[src/rtl/eeprom_txn_sequencer.sv]
// Single-byte EEPROM read/write sequencer: expands each request into byte-level
// I2C master commands, recovers from NACKs and ACK-polls after writes.
module eeprom_txn_sequencer #(
    parameter logic [6:0] DEV_ADDR   = 7'h50,
    parameter int         ADDR_BYTES = 2,
    parameter int         POLL_MAX   = 255
) (
    input  logic        ICE_CLK,
    input  logic        rst,
    input  logic        req_valid,
    output logic        req_ready,
    input  logic        req_write,
    input  logic [15:0] req_addr,
    input  logic [7:0]  req_wdata,
    output logic        resp_valid,
    output logic [7:0]  resp_rdata,
    output logic        resp_err,
    output logic        busy,
    output logic        m_cmd_valid,
    input  logic        m_cmd_ready,
    output logic [2:0]  m_cmd,
    output logic [7:0]  m_wdata,
    input  logic        m_done,
    input  logic        m_nack,
    input  logic [7:0]  m_rdata
);

    localparam logic [2:0] CMD_START     = 3'd0;
    localparam logic [2:0] CMD_STOP      = 3'd1;
    localparam logic [2:0] CMD_WRITE     = 3'd2;
    localparam logic [2:0] CMD_READ_NACK = 3'd4;
    localparam logic [7:0] POLL_LIMIT    = 8'(POLL_MAX);

    typedef enum logic [1:0] {ST_IDLE, ST_SEND, ST_WAIT, ST_RESP} state_t;
    typedef enum logic [3:0] {
        STEP_START, STEP_DEVW, STEP_AHI, STEP_ALO, STEP_DATA, STEP_STOP,
        STEP_RSTART, STEP_DEVR, STEP_RDNACK, STEP_PSTART, STEP_PDEV, STEP_PSTOP
    } step_t;

    // With a one-byte address the high address byte is never sent.
    localparam step_t FIRST_ADDR_STEP = (ADDR_BYTES == 1) ? STEP_ALO : STEP_AHI;

    state_t      state_r;
    step_t       step_r;
    logic        write_r;
    logic [15:0] addr_r;
    logic [7:0]  wdata_r;
    logic        err_r;
    logic        poll_done_r;
    logic [7:0]  poll_cnt_r;
    logic [7:0]  rd_byte_r;
    logic        req_ready_r;
    logic        busy_r;
    logic        resp_valid_r;
    logic        resp_err_r;
    logic [7:0]  resp_rdata_r;
    logic        m_cmd_valid_r;
    logic [2:0]  m_cmd_r;
    logic [7:0]  m_wdata_r;

    step_t       next_step_s;
    logic        finish_s;
    logic        set_err_s;
    logic        poll_done_s;
    logic [7:0]  poll_cnt_s;

    function automatic logic [2:0] step_cmd(input step_t s);
        case (s)
            STEP_START, STEP_RSTART, STEP_PSTART: step_cmd = CMD_START;
            STEP_STOP, STEP_PSTOP:                step_cmd = CMD_STOP;
            STEP_RDNACK:                          step_cmd = CMD_READ_NACK;
            default:                              step_cmd = CMD_WRITE;
        endcase
    endfunction

    function automatic logic [7:0] step_byte(input step_t s, input logic [15:0] a,
                                             input logic [7:0] d);
        case (s)
            STEP_DEVW, STEP_PDEV: step_byte = {DEV_ADDR, 1'b0};
            STEP_DEVR:            step_byte = {DEV_ADDR, 1'b1};
            STEP_AHI:             step_byte = a[15:8];
            STEP_ALO:             step_byte = a[7:0];
            STEP_DATA:            step_byte = d;
            default:              step_byte = 8'h00;
        endcase
    endfunction

    // Successor step for the command that just completed, given its NACK status.
    always_comb begin
        next_step_s = STEP_STOP;
        finish_s    = 1'b0;
        set_err_s   = 1'b0;
        poll_done_s = poll_done_r;
        poll_cnt_s  = poll_cnt_r;
        case (step_r)
            STEP_START:  next_step_s = STEP_DEVW;
            STEP_DEVW: begin
                if (m_nack) begin
                    set_err_s = 1'b1;
                end else begin
                    next_step_s = FIRST_ADDR_STEP;
                end
            end
            STEP_AHI: begin
                if (m_nack) begin
                    set_err_s = 1'b1;
                end else begin
                    next_step_s = STEP_ALO;
                end
            end
            STEP_ALO: begin
                if (m_nack) begin
                    set_err_s = 1'b1;
                end else if (write_r) begin
                    next_step_s = STEP_DATA;
                end else begin
                    next_step_s = STEP_RSTART;
                end
            end
            STEP_DATA: begin
                if (m_nack) begin
                    set_err_s = 1'b1;
                end else begin
                    set_err_s = 1'b0;
                end
            end
            // A clean write STOP starts the poll loop; any other STOP ends the request.
            STEP_STOP: begin
                if (write_r && !err_r) begin
                    next_step_s = STEP_PSTART;
                end else begin
                    finish_s = 1'b1;
                end
            end
            STEP_RSTART: next_step_s = STEP_DEVR;
            STEP_DEVR: begin
                if (m_nack) begin
                    set_err_s = 1'b1;
                end else begin
                    next_step_s = STEP_RDNACK;
                end
            end
            STEP_RDNACK: next_step_s = STEP_STOP;
            STEP_PSTART: next_step_s = STEP_PDEV;
            STEP_PDEV: begin
                next_step_s = STEP_PSTOP;
                if (m_nack) begin
                    poll_cnt_s = poll_cnt_r + 8'd1;
                    if (poll_cnt_s == POLL_LIMIT) begin
                        poll_done_s = 1'b1;
                        set_err_s   = 1'b1;
                    end else begin
                        poll_done_s = 1'b0;
                    end
                end else begin
                    poll_done_s = 1'b1;
                end
            end
            STEP_PSTOP: begin
                if (poll_done_r) begin
                    finish_s = 1'b1;
                end else begin
                    next_step_s = STEP_PSTART;
                end
            end
            default: finish_s = 1'b1;
        endcase
    end

    // Transaction FSM with all outputs registered.
    always_ff @(posedge ICE_CLK) begin
        if (rst) begin
            state_r       <= ST_IDLE;
            step_r        <= STEP_START;
            write_r       <= 1'b0;
            addr_r        <= 16'h0000;
            wdata_r       <= 8'h00;
            err_r         <= 1'b0;
            poll_done_r   <= 1'b0;
            poll_cnt_r    <= 8'h00;
            rd_byte_r     <= 8'h00;
            req_ready_r   <= 1'b1;
            busy_r        <= 1'b0;
            resp_valid_r  <= 1'b0;
            resp_err_r    <= 1'b0;
            resp_rdata_r  <= 8'h00;
            m_cmd_valid_r <= 1'b0;
            m_cmd_r       <= 3'd0;
            m_wdata_r     <= 8'h00;
        end else begin
            resp_valid_r <= 1'b0;
            case (state_r)
                ST_IDLE: begin
                    if (req_valid && req_ready_r) begin
                        write_r       <= req_write;
                        addr_r        <= req_addr;
                        wdata_r       <= req_wdata;
                        err_r         <= 1'b0;
                        poll_done_r   <= 1'b0;
                        poll_cnt_r    <= 8'h00;
                        step_r        <= STEP_START;
                        m_cmd_valid_r <= 1'b1;
                        m_cmd_r       <= CMD_START;
                        m_wdata_r     <= 8'h00;
                        req_ready_r   <= 1'b0;
                        busy_r        <= 1'b1;
                        state_r       <= ST_SEND;
                    end
                end
                ST_SEND: begin
                    if (m_cmd_ready) begin
                        m_cmd_valid_r <= 1'b0;
                        state_r       <= ST_WAIT;
                    end
                end
                ST_WAIT: begin
                    if (m_done) begin
                        err_r       <= err_r | set_err_s;
                        poll_cnt_r  <= poll_cnt_s;
                        poll_done_r <= poll_done_s;
                        if (step_r == STEP_RDNACK) begin
                            rd_byte_r <= m_rdata;
                        end
                        if (finish_s) begin
                            resp_valid_r <= 1'b1;
                            resp_err_r   <= err_r;
                            if (!write_r && !err_r) begin
                                resp_rdata_r <= rd_byte_r;
                            end
                            state_r <= ST_RESP;
                        end else begin
                            step_r        <= next_step_s;
                            m_cmd_valid_r <= 1'b1;
                            m_cmd_r       <= step_cmd(next_step_s);
                            m_wdata_r     <= step_byte(next_step_s, addr_r, wdata_r);
                            state_r       <= ST_SEND;
                        end
                    end
                end
                ST_RESP: begin
                    req_ready_r <= 1'b1;
                    busy_r      <= 1'b0;
                    state_r     <= ST_IDLE;
                end
                default: state_r <= ST_IDLE;
            endcase
        end
    end

    assign req_ready   = req_ready_r;
    assign busy        = busy_r;
    assign resp_valid  = resp_valid_r;
    assign resp_err    = resp_err_r;
    assign resp_rdata  = resp_rdata_r;
    assign m_cmd_valid = m_cmd_valid_r;
    assign m_cmd       = m_cmd_r;
    assign m_wdata     = m_wdata_r;

endmodule

[config.mk]
export PLATFORM = sky130hd
export DESIGN_NAME = eeprom_txn_sequencer
export DESIGN_NICKNAME = d
export VERILOG_FILES = /design/src/rtl/eeprom_txn_sequencer.sv
export SDC_FILE = /design/constraint.sdc
export NUM_CORES = 1
export LEC_CHECK = 0
export CAP_MARGIN = 20
export CELL_PAD_IN_SITES_DETAIL_PLACEMENT = 1
export CELL_PAD_IN_SITES_GLOBAL_PLACEMENT = 1
export CORE_MARGIN = 5
export CORE_UTILIZATION = 38
export CTS_BUF_LIST = sky130_fd_sc_hd__clkbuf_8 sky130_fd_sc_hd__clkbuf_16
export CTS_CLUSTER_DIAMETER = 30
export CTS_CLUSTER_SIZE = 8
export DETAILED_ROUTE_END_ITERATION = 16
export PLACE_DENSITY_LB_ADDON = 0.1
export SLEW_MARGIN = 40
export SYNTH_ARGS = -nofsm -noshare
export SYNTH_HDL_FRONTEND = slang
export SYNTH_SLANG_ARGS = --single-unit
[constraint.sdc]
create_clock -name ICE_CLK -period 2.3 [get_ports ICE_CLK]
set_clock_uncertainty 0.05 [all_clocks]
set_input_delay 0.46 -clock ICE_CLK [delete_from_list [all_inputs] [get_ports ICE_CLK]]
set_output_delay 0.46 -clock ICE_CLK [all_outputs]
set_load 0.1 [all_outputs]
==> flow_summary.toml <==
[clocking]
cts_num_sinks = 73
clockBufferDepth = 2
worstSkewPairLatency_ps = 350
cts_tree = "built"
post_cts_buffers = 0
clk_pin_slew_ps = 80
cts_hold_buf = 0
cts_max_level = 3
cts_buffers = 9
cts-root-buf = "clkbuf_8"
post_cts_resized = 0

[worst_hold_path]
hp-class = "flop to flop"

[job]
max_cap_viol_count = 0

[power_and_ir_drop]
vdd.ir_drop.worst_v = 0.000391
leakage_nw = 1.78
powerDensity_nw_per_um2 = 692
p_int_mw = 2.28
power.share.combinational_pct = 11.2
switchingPower_uw = 740
pwr-share-clk_pct = 44.6
p_total_mw = 3.02
seqPwrFrac_pct = 44.2
switching_share_pct = 24.5

[yosys]
avgSynthCellArea_um2 = 8.54
synth_warnings = 0
synth_flop_cell = "dfxtp_1"
async_flop_share_pct = 0
seq_area_frac_synth_pct = 44.9
syn-num-nets = 422
synthCells = 381
ys_types = 58
synth_area_um2 = 3250
synth_seq_cells = 73
synth_edf_count = 0

[route]
drt_iter0_drc = 147
dr.pass1.iters = 5
wl_per_cell_um = 16.8
dr_total_vias = 3099
antenna_left = 0
drt_drc_violations_left = 0
viasPerCell = 5.40
wirelength_mm = 9.62

[cells_and_area]
drive_gt1_share_pct = 17.7
final_cell_mix = "73 x nand2_1, 73 x dfxtp_1, 57 x buf_4"
antennaDiodeCount = 0
nets = 505
area_growth_pct = 34.0

[floorplan]
initial_core_util_pct = 39.2
die_h_um = 103
core_um2 = 8300
die_area_um2 = 10500
row_count = 33
die_x_um = 103
io_pins = 63

[worst_setup_path]
critPathArrivalTime_ps = 2210
path_max_fanout = 11
cp-end-kind = "flop"
worst-endpoint-required_ps = 2500
start_kind = "flop"
crit_type = "flop to flop"

[sta]
fmax_mhz = 498
min_period_ps = 2010
setup_violations = 0
finalCritPeriodShare_pct = 87.4
rsz0062_at_grt = "false"
finalSetupTns_ps = 0
slew_violations = 0
relSlewSlack_pct = 56.9
finalHoldViolations = 0
tightestPinTransition_ps = 630

[grt]
grt_pass1_wl_mm = 15.9
grt_pass1_vias = 3219
antenna_found_initial = 0
grt_start_max_net_pins = 35
grt_usage_pct = 19.2
overflow = 0

[place]
port_buffers = 62
dp.final_hpwl_mm = 6.83
place.gp.congestion = 0.870

[outcome]
status = "completed"
==> per-stage QoR <==
stage | cell area [µm²] | util [%] | instances | hold slack, ps | setup slack, ps
floorplan | 3250 | - | 381 | 386 | 31.1
global placement | 4090 | 49.3 | 558 | 396 | 21.2
detailed placement | 4090 | 49.3 | 558 | 407 | -18.4
CTS | 4360 | 52.5 | 574 | 418 | 294
global route | 4360 | 52.5 | 574 | 435 | 136
finish | 4360 | 52.5 | 574 | 415 | 290
==> Yosys cell counts, types with 2 or more instances <==
master	count	area, µm²
nor2b_1	5	31.3
buf_2	11	55.1
a21o_1	4	30.0
nor3_1	6	30.0
or3_1	3	18.8
nor4_2	2	25.0
a221oi_1	5	43.8
inv_1	4	15.0
a2bb2oi_1	2	17.5
a31oi_1	3	18.8
o21ai_0	6	30.0
a222oi_1	5	50.1
mux2i_1	16	160
ha_1	2	25.0
nand2_1	73	274
a22o_1	2	17.5
a32o_1	2	20.0
nor2_1	31	116
nand2b_1	13	81.3
and3_1	3	18.8
a211oi_1	2	15.0
a221o_1	3	30.0
buf_6	2	22.5
o211ai_1	2	15.0
xor2_1	3	26.3
nand3_1	11	55.1
a21oi_1	42	210
dfxtp_1	73	1460
nand3b_1	3	22.5
o2bb2ai_1	4	35.0
clkbuf_1	11	41.3
==> cell families after synthesis <==
family | Yosys count | synth area share [%]
compound gates | 99 | 21.0
xor+xnor | 4 | 1.08
fa+ha+maj | 2 | 0.769
buf+inv | 28 | 4.12
flops | 73 | 44.9
mux | 17 | 5.27
simple gates | 158 | 22.8
==> flip-flops by register name, indices dropped and copies added, names as in the netlist, 2 cells and up <==
name	cells
poll_cnt_r	8
resp_rdata	8
m_cmd	3
wdata_r	8
m_wdata	8
state_r	2
addr_r	16
step_r	4
rd_byte_r	8
==> routing by layer <==
layer | part of all wire [%] | global-route usage (%)
met3 | 3.2 | 4.87
met5 | 0 | 0
met1 | 48 | 26.2
met4 | 0.64 | 4.54
met2 | 48 | 30.7
==> worst paths after layout <==
| check | startpoint | end | slack, ps | cells past startpoint |
|---|---|---|---|---|
| worst min-delay path | wdata_r[7] | wdata_r[7] | 420 | 2 |
| worst max-delay path | step_r[3] | poll_cnt_r[5] | 290 | 7 |
| worst min register to register | wdata_r[7] | wdata_r[7] | 420 | 2 |
| worst max register to register | step_r[3] | poll_cnt_r[5] | 290 | 7 |
==> cell type report <==
type                            instances  area [µm²]
Clock buffer                            9         124
Clock inverter                          7         143
Fill cell                             971        3940
Inverter                                4        15.0
Multi-Input combinational cell        280        1660
Sequential cell                        73        1460
Tap cell                              105         131
Timing Repair Buffer                   96         823
==> worst max-delay path, cell delays in order, from the launching register on <==
cell and delay [ps]:
dfxtp_1 460, buf_4 220, nand2b_1 130, a211oi_1 330, buf_4 170, a21o_1 120, a21oi_2 120, a211o_1 320
==> power groups by stage <==
stage / logic [mW] / clock network [mW] / registers (mW)
2_1_floorplan: 0.138 / 0 / 1.40
3_3_place_gp: 0.330 / 0 / 1.36
3_5_place_dp: 0.339 / 0 / 1.36
4_1_cts: 0.343 / 1.37 / 1.33
5_1_grt: 0.368 / 1.43 / 1.34
6_report: 0.338 / 1.34 / 1.33
Note: power is estimated with default switching activity, not from simulation.
